`src/rtl/cache2way_wb_ctrl_if.sv`:
```
`default_nettype none
// ============================================================================
// Module      : cache2way_wb_ctrl_if
// Description : CPU request/response and backing-memory handshake bundle for
//               the 2-way write-back cache controller.
// Revision    : 1.0 - initial release
// ============================================================================
interface cache2way_wb_ctrl_if #(
    parameter int ADDR_W = 5,
    parameter int DATA_W = 8,
    parameter int CNT_W  = 8
);
    // CPU side
    logic              req_valid;
    logic              req_ready;
    logic              req_wren;
    logic [ADDR_W-1:0] req_addr;
    logic [DATA_W-1:0] req_wdata;
    logic              resp_valid;
    logic              resp_hit;
    logic [DATA_W-1:0] resp_rdata;
    // Backing-memory side
    logic              mem_req;
    logic              mem_we;
    logic [ADDR_W-1:0] mem_addr;
    logic [DATA_W-1:0] mem_wdata;
    logic              mem_ack;
    logic [DATA_W-1:0] mem_rdata;
    // Statistics
    logic [CNT_W-1:0]  hit_count;
    logic [CNT_W-1:0]  miss_count;

    // Cache controller view
    modport slave (
        input  req_valid, req_wren, req_addr, req_wdata, mem_ack, mem_rdata,
        output req_ready, resp_valid, resp_hit, resp_rdata,
        output mem_req, mem_we, mem_addr, mem_wdata, hit_count, miss_count
    );

    // Environment view (CPU plus memory)
    modport master (
        output req_valid, req_wren, req_addr, req_wdata, mem_ack, mem_rdata,
        input  req_ready, resp_valid, resp_hit, resp_rdata,
        input  mem_req, mem_we, mem_addr, mem_wdata, hit_count, miss_count
    );
endinterface
`default_nettype wire

```
`src/rtl/cache2way_wb_ctrl.sv`:
```
`default_nettype none
// ============================================================================
// Module      : cache2way_wb_ctrl
// Description : 2-way set-associative, write-back, write-allocate data cache
//               controller with per-set LRU bit, miss FSM (optional dirty
//               write-back then refill) and saturating hit/miss counters.
// Revision    : 1.0 - initial release
// ============================================================================
module cache2way_wb_ctrl #(
    parameter int ADDR_W  = 5,
    parameter int DATA_W  = 8,
    parameter int INDEX_W = 2,
    parameter int CNT_W   = 8
) (
    input  logic                clock,
    input  logic                resetn,
    cache2way_wb_ctrl_if.slave  bus
);

    localparam int TAG_W = ADDR_W - INDEX_W;
    localparam int SETS  = 2 ** INDEX_W;
    localparam logic [CNT_W-1:0] C_CNT_ONE = {{(CNT_W-1){1'b0}}, 1'b1};

    typedef enum logic [2:0] {
        S_IDLE      = 3'd0,
        S_LOOKUP    = 3'd1,
        S_WRITEBACK = 3'd2,
        S_REFILL    = 3'd3,
        S_RESPOND   = 3'd4
    } state_t;

    state_t r_state;

    // Line storage: data and tags are never cleared, only the status bits are
    logic [DATA_W-1:0]  r_data  [2][SETS];
    logic [TAG_W-1:0]   r_tag   [2][SETS];
    logic [SETS-1:0]    r_valid [2];
    logic [SETS-1:0]    r_dirty [2];
    logic [SETS-1:0]    r_lru;

    // Latched request and chosen victim way
    logic [TAG_W-1:0]   r_req_tag;
    logic [INDEX_W-1:0] r_req_set;
    logic               r_req_wren;
    logic [DATA_W-1:0]  r_req_wdata;
    logic               r_victim;

    // Registered outputs
    logic               r_req_ready;
    logic               r_resp_valid;
    logic               r_resp_hit;
    logic [DATA_W-1:0]  r_resp_rdata;
    logic               r_mem_req;
    logic               r_mem_we;
    logic [ADDR_W-1:0]  r_mem_addr;
    logic [DATA_W-1:0]  r_mem_wdata;
    logic [CNT_W-1:0]   r_hit_count;
    logic [CNT_W-1:0]   r_miss_count;

    logic w_hit0;
    logic w_hit1;
    logic w_hit;
    logic w_hit_way;
    logic w_victim;

    assign w_hit0    = r_valid[0][r_req_set] && (r_tag[0][r_req_set] == r_req_tag);
    assign w_hit1    = r_valid[1][r_req_set] && (r_tag[1][r_req_set] == r_req_tag);
    assign w_hit     = w_hit0 | w_hit1;
    assign w_hit_way = ~w_hit0;
    // Fill an empty way first (way0 preferred); otherwise evict the LRU way
    assign w_victim  = !r_valid[0][r_req_set] ? 1'b0 :
                       !r_valid[1][r_req_set] ? 1'b1 : r_lru[r_req_set];

    assign bus.req_ready  = r_req_ready;
    assign bus.resp_valid = r_resp_valid;
    assign bus.resp_hit   = r_resp_hit;
    assign bus.resp_rdata = r_resp_rdata;
    assign bus.mem_req    = r_mem_req;
    assign bus.mem_we     = r_mem_we;
    assign bus.mem_addr   = r_mem_addr;
    assign bus.mem_wdata  = r_mem_wdata;
    assign bus.hit_count  = r_hit_count;
    assign bus.miss_count = r_miss_count;

    // Request FSM, line/status updates and all registered outputs
    always_ff @(posedge clock or negedge resetn) begin
        if (!resetn) begin
            r_state      <= S_IDLE;
            r_valid[0]   <= '0;
            r_valid[1]   <= '0;
            r_dirty[0]   <= '0;
            r_dirty[1]   <= '0;
            r_lru        <= '0;
            r_req_tag    <= '0;
            r_req_set    <= '0;
            r_req_wren   <= 1'b0;
            r_req_wdata  <= '0;
            r_victim     <= 1'b0;
            r_req_ready  <= 1'b1;
            r_resp_valid <= 1'b0;
            r_resp_hit   <= 1'b0;
            r_resp_rdata <= '0;
            r_mem_req    <= 1'b0;
            r_mem_we     <= 1'b0;
            r_mem_addr   <= '0;
            r_mem_wdata  <= '0;
            r_hit_count  <= '0;
            r_miss_count <= '0;
        end else begin
            r_resp_valid <= 1'b0;
            case (r_state)
                S_IDLE: begin
                    if (bus.req_valid) begin
                        r_req_tag   <= bus.req_addr[ADDR_W-1:INDEX_W];
                        r_req_set   <= bus.req_addr[INDEX_W-1:0];
                        r_req_wren  <= bus.req_wren;
                        r_req_wdata <= bus.req_wdata;
                        r_req_ready <= 1'b0;
                        r_state     <= S_LOOKUP;
                    end
                end
                S_LOOKUP: begin
                    if (w_hit) begin
                        if (r_req_wren) begin
                            r_data[w_hit_way][r_req_set]  <= r_req_wdata;
                            r_dirty[w_hit_way][r_req_set] <= 1'b1;
                            r_resp_rdata                  <= r_req_wdata;
                        end else begin
                            r_resp_rdata <= r_data[w_hit_way][r_req_set];
                        end
                        r_lru[r_req_set] <= ~w_hit_way;
                        r_resp_valid     <= 1'b1;
                        r_resp_hit       <= 1'b1;
                        if (~&r_hit_count) begin
                            r_hit_count <= r_hit_count + C_CNT_ONE;
                        end
                        r_req_ready <= 1'b1;
                        r_state     <= S_IDLE;
                    end else begin
                        r_victim  <= w_victim;
                        r_mem_req <= 1'b1;
                        if (r_valid[w_victim][r_req_set] && r_dirty[w_victim][r_req_set]) begin
                            r_mem_we    <= 1'b1;
                            r_mem_addr  <= {r_tag[w_victim][r_req_set], r_req_set};
                            r_mem_wdata <= r_data[w_victim][r_req_set];
                            r_state     <= S_WRITEBACK;
                        end else begin
                            r_mem_we   <= 1'b0;
                            r_mem_addr <= {r_req_tag, r_req_set};
                            r_state    <= S_REFILL;
                        end
                    end
                end
                S_WRITEBACK: begin
                    // Dropping mem_req here gives the idle cycle before the refill
                    if (bus.mem_ack) begin
                        r_mem_req <= 1'b0;
                        r_state   <= S_REFILL;
                    end
                end
                S_REFILL: begin
                    if (!r_mem_req) begin
                        r_mem_req  <= 1'b1;
                        r_mem_we   <= 1'b0;
                        r_mem_addr <= {r_req_tag, r_req_set};
                    end else if (bus.mem_ack) begin
                        r_mem_req                    <= 1'b0;
                        r_data[r_victim][r_req_set]  <= r_req_wren ? r_req_wdata : bus.mem_rdata;
                        r_tag[r_victim][r_req_set]   <= r_req_tag;
                        r_valid[r_victim][r_req_set] <= 1'b1;
                        r_dirty[r_victim][r_req_set] <= r_req_wren;
                        r_lru[r_req_set]             <= ~r_victim;
                        r_state                      <= S_RESPOND;
                    end
                end
                S_RESPOND: begin
                    r_resp_valid <= 1'b1;
                    r_resp_hit   <= 1'b0;
                    r_resp_rdata <= r_data[r_victim][r_req_set];
                    if (~&r_miss_count) begin
                        r_miss_count <= r_miss_count + C_CNT_ONE;
                    end
                    r_req_ready <= 1'b1;
                    r_state     <= S_IDLE;
                end
                default: begin
                    r_req_ready <= 1'b1;
                    r_mem_req   <= 1'b0;
                    r_state     <= S_IDLE;
                end
            endcase
        end
    end

endmodule
`default_nettype wire

```
`src/flat_wrapper.sv`:
```
// flat-port wrapper written by rule: the top's interface ports become plain ports
module cache2way_wb_ctrl_flat 
#(
    parameter int ADDR_W  = 5,
    parameter int DATA_W  = 8,
    parameter int INDEX_W = 2,
    parameter int CNT_W   = 8
)
  (clock, resetn, bus_req_valid, bus_req_wren, bus_req_addr, bus_req_wdata, bus_mem_ack, bus_mem_rdata, bus_req_ready, bus_resp_valid, bus_resp_hit, bus_resp_rdata, bus_mem_req, bus_mem_we, bus_mem_addr, bus_mem_wdata, bus_hit_count, bus_miss_count);
  cache2way_wb_ctrl_if #(.ADDR_W(ADDR_W), .DATA_W(DATA_W), .CNT_W(CNT_W)) bus_i ();
  input  logic clock;
  input  logic resetn;
  input wire logic [$bits(bus_i.req_valid)-1:0] bus_req_valid;
  input wire logic [$bits(bus_i.req_wren)-1:0] bus_req_wren;
  input wire logic [$bits(bus_i.req_addr)-1:0] bus_req_addr;
  input wire logic [$bits(bus_i.req_wdata)-1:0] bus_req_wdata;
  input wire logic [$bits(bus_i.mem_ack)-1:0] bus_mem_ack;
  input wire logic [$bits(bus_i.mem_rdata)-1:0] bus_mem_rdata;
  output wire logic [$bits(bus_i.req_ready)-1:0] bus_req_ready;
  output wire logic [$bits(bus_i.resp_valid)-1:0] bus_resp_valid;
  output wire logic [$bits(bus_i.resp_hit)-1:0] bus_resp_hit;
  output wire logic [$bits(bus_i.resp_rdata)-1:0] bus_resp_rdata;
  output wire logic [$bits(bus_i.mem_req)-1:0] bus_mem_req;
  output wire logic [$bits(bus_i.mem_we)-1:0] bus_mem_we;
  output wire logic [$bits(bus_i.mem_addr)-1:0] bus_mem_addr;
  output wire logic [$bits(bus_i.mem_wdata)-1:0] bus_mem_wdata;
  output wire logic [$bits(bus_i.hit_count)-1:0] bus_hit_count;
  output wire logic [$bits(bus_i.miss_count)-1:0] bus_miss_count;
  assign bus_i.req_valid = bus_req_valid;
  assign bus_i.req_wren = bus_req_wren;
  assign bus_i.req_addr = bus_req_addr;
  assign bus_i.req_wdata = bus_req_wdata;
  assign bus_i.mem_ack = bus_mem_ack;
  assign bus_i.mem_rdata = bus_mem_rdata;
  assign bus_req_ready = bus_i.req_ready;
  assign bus_resp_valid = bus_i.resp_valid;
  assign bus_resp_hit = bus_i.resp_hit;
  assign bus_resp_rdata = bus_i.resp_rdata;
  assign bus_mem_req = bus_i.mem_req;
  assign bus_mem_we = bus_i.mem_we;
  assign bus_mem_addr = bus_i.mem_addr;
  assign bus_mem_wdata = bus_i.mem_wdata;
  assign bus_hit_count = bus_i.hit_count;
  assign bus_miss_count = bus_i.miss_count;
  cache2way_wb_ctrl #(.ADDR_W(ADDR_W), .DATA_W(DATA_W), .INDEX_W(INDEX_W), .CNT_W(CNT_W)) u_core (.clock(clock), .resetn(resetn), .bus(bus_i));
endmodule
```
`config.mk`:
```
export PLATFORM = sky130hd
export DESIGN_NAME = cache2way_wb_ctrl_flat
export DESIGN_NICKNAME = d
export VERILOG_FILES = /design/src/rtl/cache2way_wb_ctrl_if.sv /design/src/rtl/cache2way_wb_ctrl.sv /design/src/flat_wrapper.sv
export SDC_FILE = /design/constraint.sdc
export NUM_CORES = 1
export LEC_CHECK = 0
export ABC_AREA = 1
export CAP_MARGIN = 25
export CORE_MARGIN = 1.5
export CORE_UTILIZATION = 50
export CTS_CLUSTER_SIZE = 10
export DETAILED_ROUTE_END_ITERATION = 10
export HOLD_SLACK_MARGIN = 0.02
export MAX_ROUTING_LAYER = met4
export PLACE_DENSITY = 0.75
export SLEW_MARGIN = 20
export SYNTH_ARGS = -nofsm -noshare
export SYNTH_HDL_FRONTEND = slang
export SYNTH_SLANG_ARGS = --single-unit
```
`constraint.sdc`:
```
create_clock -name clock -period 2.29 [get_ports clock]
set_input_delay 0.458 -clock clock [delete_from_list [all_inputs] [get_ports clock]]
set_output_delay 0.458 -clock clock [all_outputs]
set_load 0.005 [all_outputs]
```
==> impl_results.md <==
* Run status: finished with violations
* Failing checks: setup timing
* Peak fanout along the critical path at 6
* Yosys top cell area share at 30.16%
* Clk sinks at 168
* FF-to-FF path depth at 14
* Slowest-stage cell, CP: dfrtp_2
* Slew @ Worst Pin at 0.6642 ns
* Fin crit share at 103.8%
* Ranking of synthesized cells by area: edfxtp_1 30%, dfrtp_1 23%, nand2_1 10%
* Unrepaired setup endpoints after global routing: yes
* RR Startpoint: u_core.r_req_set[0]
* Setup ws final at -0.08801 ns
* Max stage delay on crit path at roughly 0.5 ns
* First-pass GRT wire length at 42.01 mm
* Clock skew at 0.008077 ns
* Slew HR at 55.72%
* Tot GR Track Use at 31.72%
* DRC at 0
* Reg clk slew, reported paths at 0.06 ns
* Setup TNS Final at -5.121 ns
* Vias in the first global route at 7758
* Max-cap viol count at 0
* Post-Place Cell Area at 10450 sq um
* Iter 0 DRT Violations at 1195
* Most frequent CP cell: nand2_1
* Most common cell in the netlist: nand2_1
* WHS at 0.2339 ns
* Initial core utilization at 50.83%
* Reg-to-reg slack, setup at -0.09 ns
* Final Cell Area at 11690 sq um
* Port Buf Inserts at 67
* Cell family with most CP delay: simple AND/OR/NAND/NOR gates
* CTS tree: yes
* Post-synth EDFFs at 88
* H-Tree Depth at 4
* Synth area leader: edfxtp_1
* Worst R2R End: u_core.r_data[0][0]
* Non-filler cells, final at 1432
* Crit path DAT at 2.54 ns
* Layout area overhead at 33.40%
* Share of layout cells above drive strength 1 at 23.61%
* Gr ovfl total at 0
* Worst min-delay path class: in -> async
* Achievable Freq at 420.5 MHz
* Avg Vias per Cell at between 5 and 6
* Core area at 17240 sq um
* Drt total wl at roughly 28 mm
* Post-Synthesis Cells at 1013
* PD cells at 1404 nW/um^2
* Area of the die at 18330 sq um
* Die height at between 100 and 150 um
* Buf/Inv on CP at 4
* Nets at ~1200
* Placed insts at around 1400
* # setup viols final at 93
* Static leakage at 5.195 nW
* Register area share after synthesis at 53.02%
* Max-slew violations at 0
* Antenna viol nets, final at 0
* GP Congestion at 1.022
* Peak VDD IR at 0.0007689 V
* Crit path kind: reg -> reg
* Main synth FF type: edfxtp_1
* Die Wd at 135.4 um
* CTS buffer count at 17
* Clock insertion delay at the later pin of the skew report at 0.44 ns
* Met3 Use GR at 5.275%
* Worst path required time at 2.45 ns
* Met1 usage at 40.45%
* DR WL/cell at 19.27 um
* Most Crowded Layer GR: met2
* Nature of the critical path endpoint: flip-flop
* Pin count of the biggest net entering global routing at 51
* # diodes at 0
* Async SR Flop Fraction at 47.62%
* Post-CTS Hold Fix Bufs at 0
* Met2 GRT Util at 48.55%
* Most common library cells after synthesis: 233 x nand2_1, 123 x nor2_1, 100 x inv_1
* Synth cell types at 48
* Fin crit period at about 2.4 ns
* 1st-pass router iterations at 7
* Initial antenna violation count at 0
* DP Wirelength at 19.88 mm
* Yosys warnings at 0
* Clock buffer depth at 2
* Num ports at 68
* Post-Syn Area per Cell at 8.650 sq um
* CP Cell Sequence: inv_4, buf_6, nand2_1, nand2_1, nand2_1, nand2_1, nand2_1, nand2_2, nor2_4, nand2_4, o21ai_2, inv_2, nor2_4, buf_6
* Final Hold Fails at 0
* Row cnt at 48
* Synth Net Count at roughly 1000
* Root Buffer: clkbuf_16
* Synthesized area at a little under 9000 sq um
* Register bit total from synthesis at 168
* Vias at 8230
* CP startpoint kind: flip-flop
## cells by family (layout without fill, tap and decap cells)
| family | after synthesis | after routing | synth area share, % |
|---|---|---|---|
| mux | 4 | 4 | 0.5140 |
| compound gates | 187 | 187 | 12.31 |
| xor+xnor | 15 | 15 | 1.499 |
| fa+ha+maj | 2 | 2 | 0.2855 |
| simple gates | 487 | 487 | 24.90 |
| flops | 168 | 168 | 53.02 |
| buf+inv | 150 | 344 | 7.468 |
## metal layers
layer | up-vias | routed length [um]
li1 | 3781 | -
met1 | 3858 | 10960
met2 | 459 | 12810
met3 | 132 | 2265
met4 | 0 | 1556
met5 | - | 0
## registers in the layout, indices dropped and copies added, names as in the netlist
name                   cells
u_core.r_req_wren          1
u_core.bus.resp_hit        1
u_core.bus.mem_req         1
u_core.r_tag              24
u_core.bus.mem_we          1
u_core.r_req_set           2
u_core.bus.miss_count      8
u_core.r_victim            1
u_core.bus.mem_wdata       8
u_core.bus.hit_count       8
u_core.r_state             3
u_core.bus.mem_addr        5
u_core.bus.resp_rdata      8
u_core.r_valid             8
u_core.r_req_wdata         8
u_core.r_req_tag           3
u_core.r_data             64
u_core.r_dirty             8
u_core.r_lru               4
u_core.bus.req_ready       1
u_core.bus.resp_valid      1
## repair_timing
item / in CTS / in global routing
hold endpoints to repair: 0 / 0
pin swaps: 18 / 29
cloned: 0 / 2
endpoints found under the setup margin: 103 / 105
buffers inserted: 9 / 9
gates resized for setup: 65 / 91
## cell type report
class / count / area (sq um)
fillers: 1345 / 5548
flip-flops and latches: 168 / 4648
multi-input cells: 695 / 3869
repair buffers: 200 / 1921
inverters: 112 / 439.2
clock buffers: 17 / 425.4
well taps: 225 / 281.5
clock inverters: 15 / 105.1
## layout by cell type, fill, tap and decap left out, drive strengths merged, types with 2 or more instances in the layout
cell type / instances
nor3: 4
buf: 132
clkinvlp: 6
dfrtp: 79
nand4: 28
a21oi: 52
o41ai: 3
clkbuf: 19
nor2: 138
o21bai: 5
nand3b: 5
nand2: 248
clkinv: 10
ha: 2
inv: 111
edfxtp: 88
mux2: 4
o22ai: 13
o21ai: 85
xnor2: 5
xor2: 10
clkdlybuf4s50: 66
a22oi: 5
a221oi: 4
o211ai: 3
nand3: 62
o31ai: 3
o2111ai: 10
## worst register-to-register path: cells and delay by family, from the launching register on
kind	cells	cell delay, ns
flops	1	0.50
compound gates	1	0.26
buf+inv	4	0.52
simple gates	9	0.81
## worst max path at each step
stage	from	to	slack (ns)	cells past startpoint
2_1_floorplan	u_core.r_req_set[1]	u_core.r_data[1][0]	-0.13	15
3_3_place_gp	u_core.r_req_set[0]	u_core.r_data[1][8]	-0.25	12
3_5_place_dp	u_core.r_req_set[0]	u_core.r_data[1][8]	-0.31	14
4_1_cts	u_core.r_req_set[0]	u_core.r_data[1][9]	-0.09	15
5_1_grt	u_core.r_req_set[0]	u_core.r_lru[1]	-0.21	17
6_report	u_core.r_req_set[0]	u_core.r_data[0][0]	-0.09	14
## where the power goes
group          internal, mW  leakage [nW]  switching [mW]
logic                  3.86          3.19            5.49
registers              4.00          1.76           0.471
clock network          1.38         0.245            1.21
total                  9.24          5.19            7.17
## metrics by stage
stage | total power, mW | util [%] | worst slack (ns)
2_1_floorplan | 8.889 | - | -0.1329
3_3_place_gp | 12.07 | 60.61 | -0.2532
3_5_place_dp | 12.22 | 60.61 | -0.3114
4_1_cts | 15.22 | 65.38 | -0.08713
5_1_grt | 17.28 | 67.81 | -0.2058
6_report | 16.41 | 67.81 | -0.08801
Note: power is estimated with default switching activity, not from simulation.
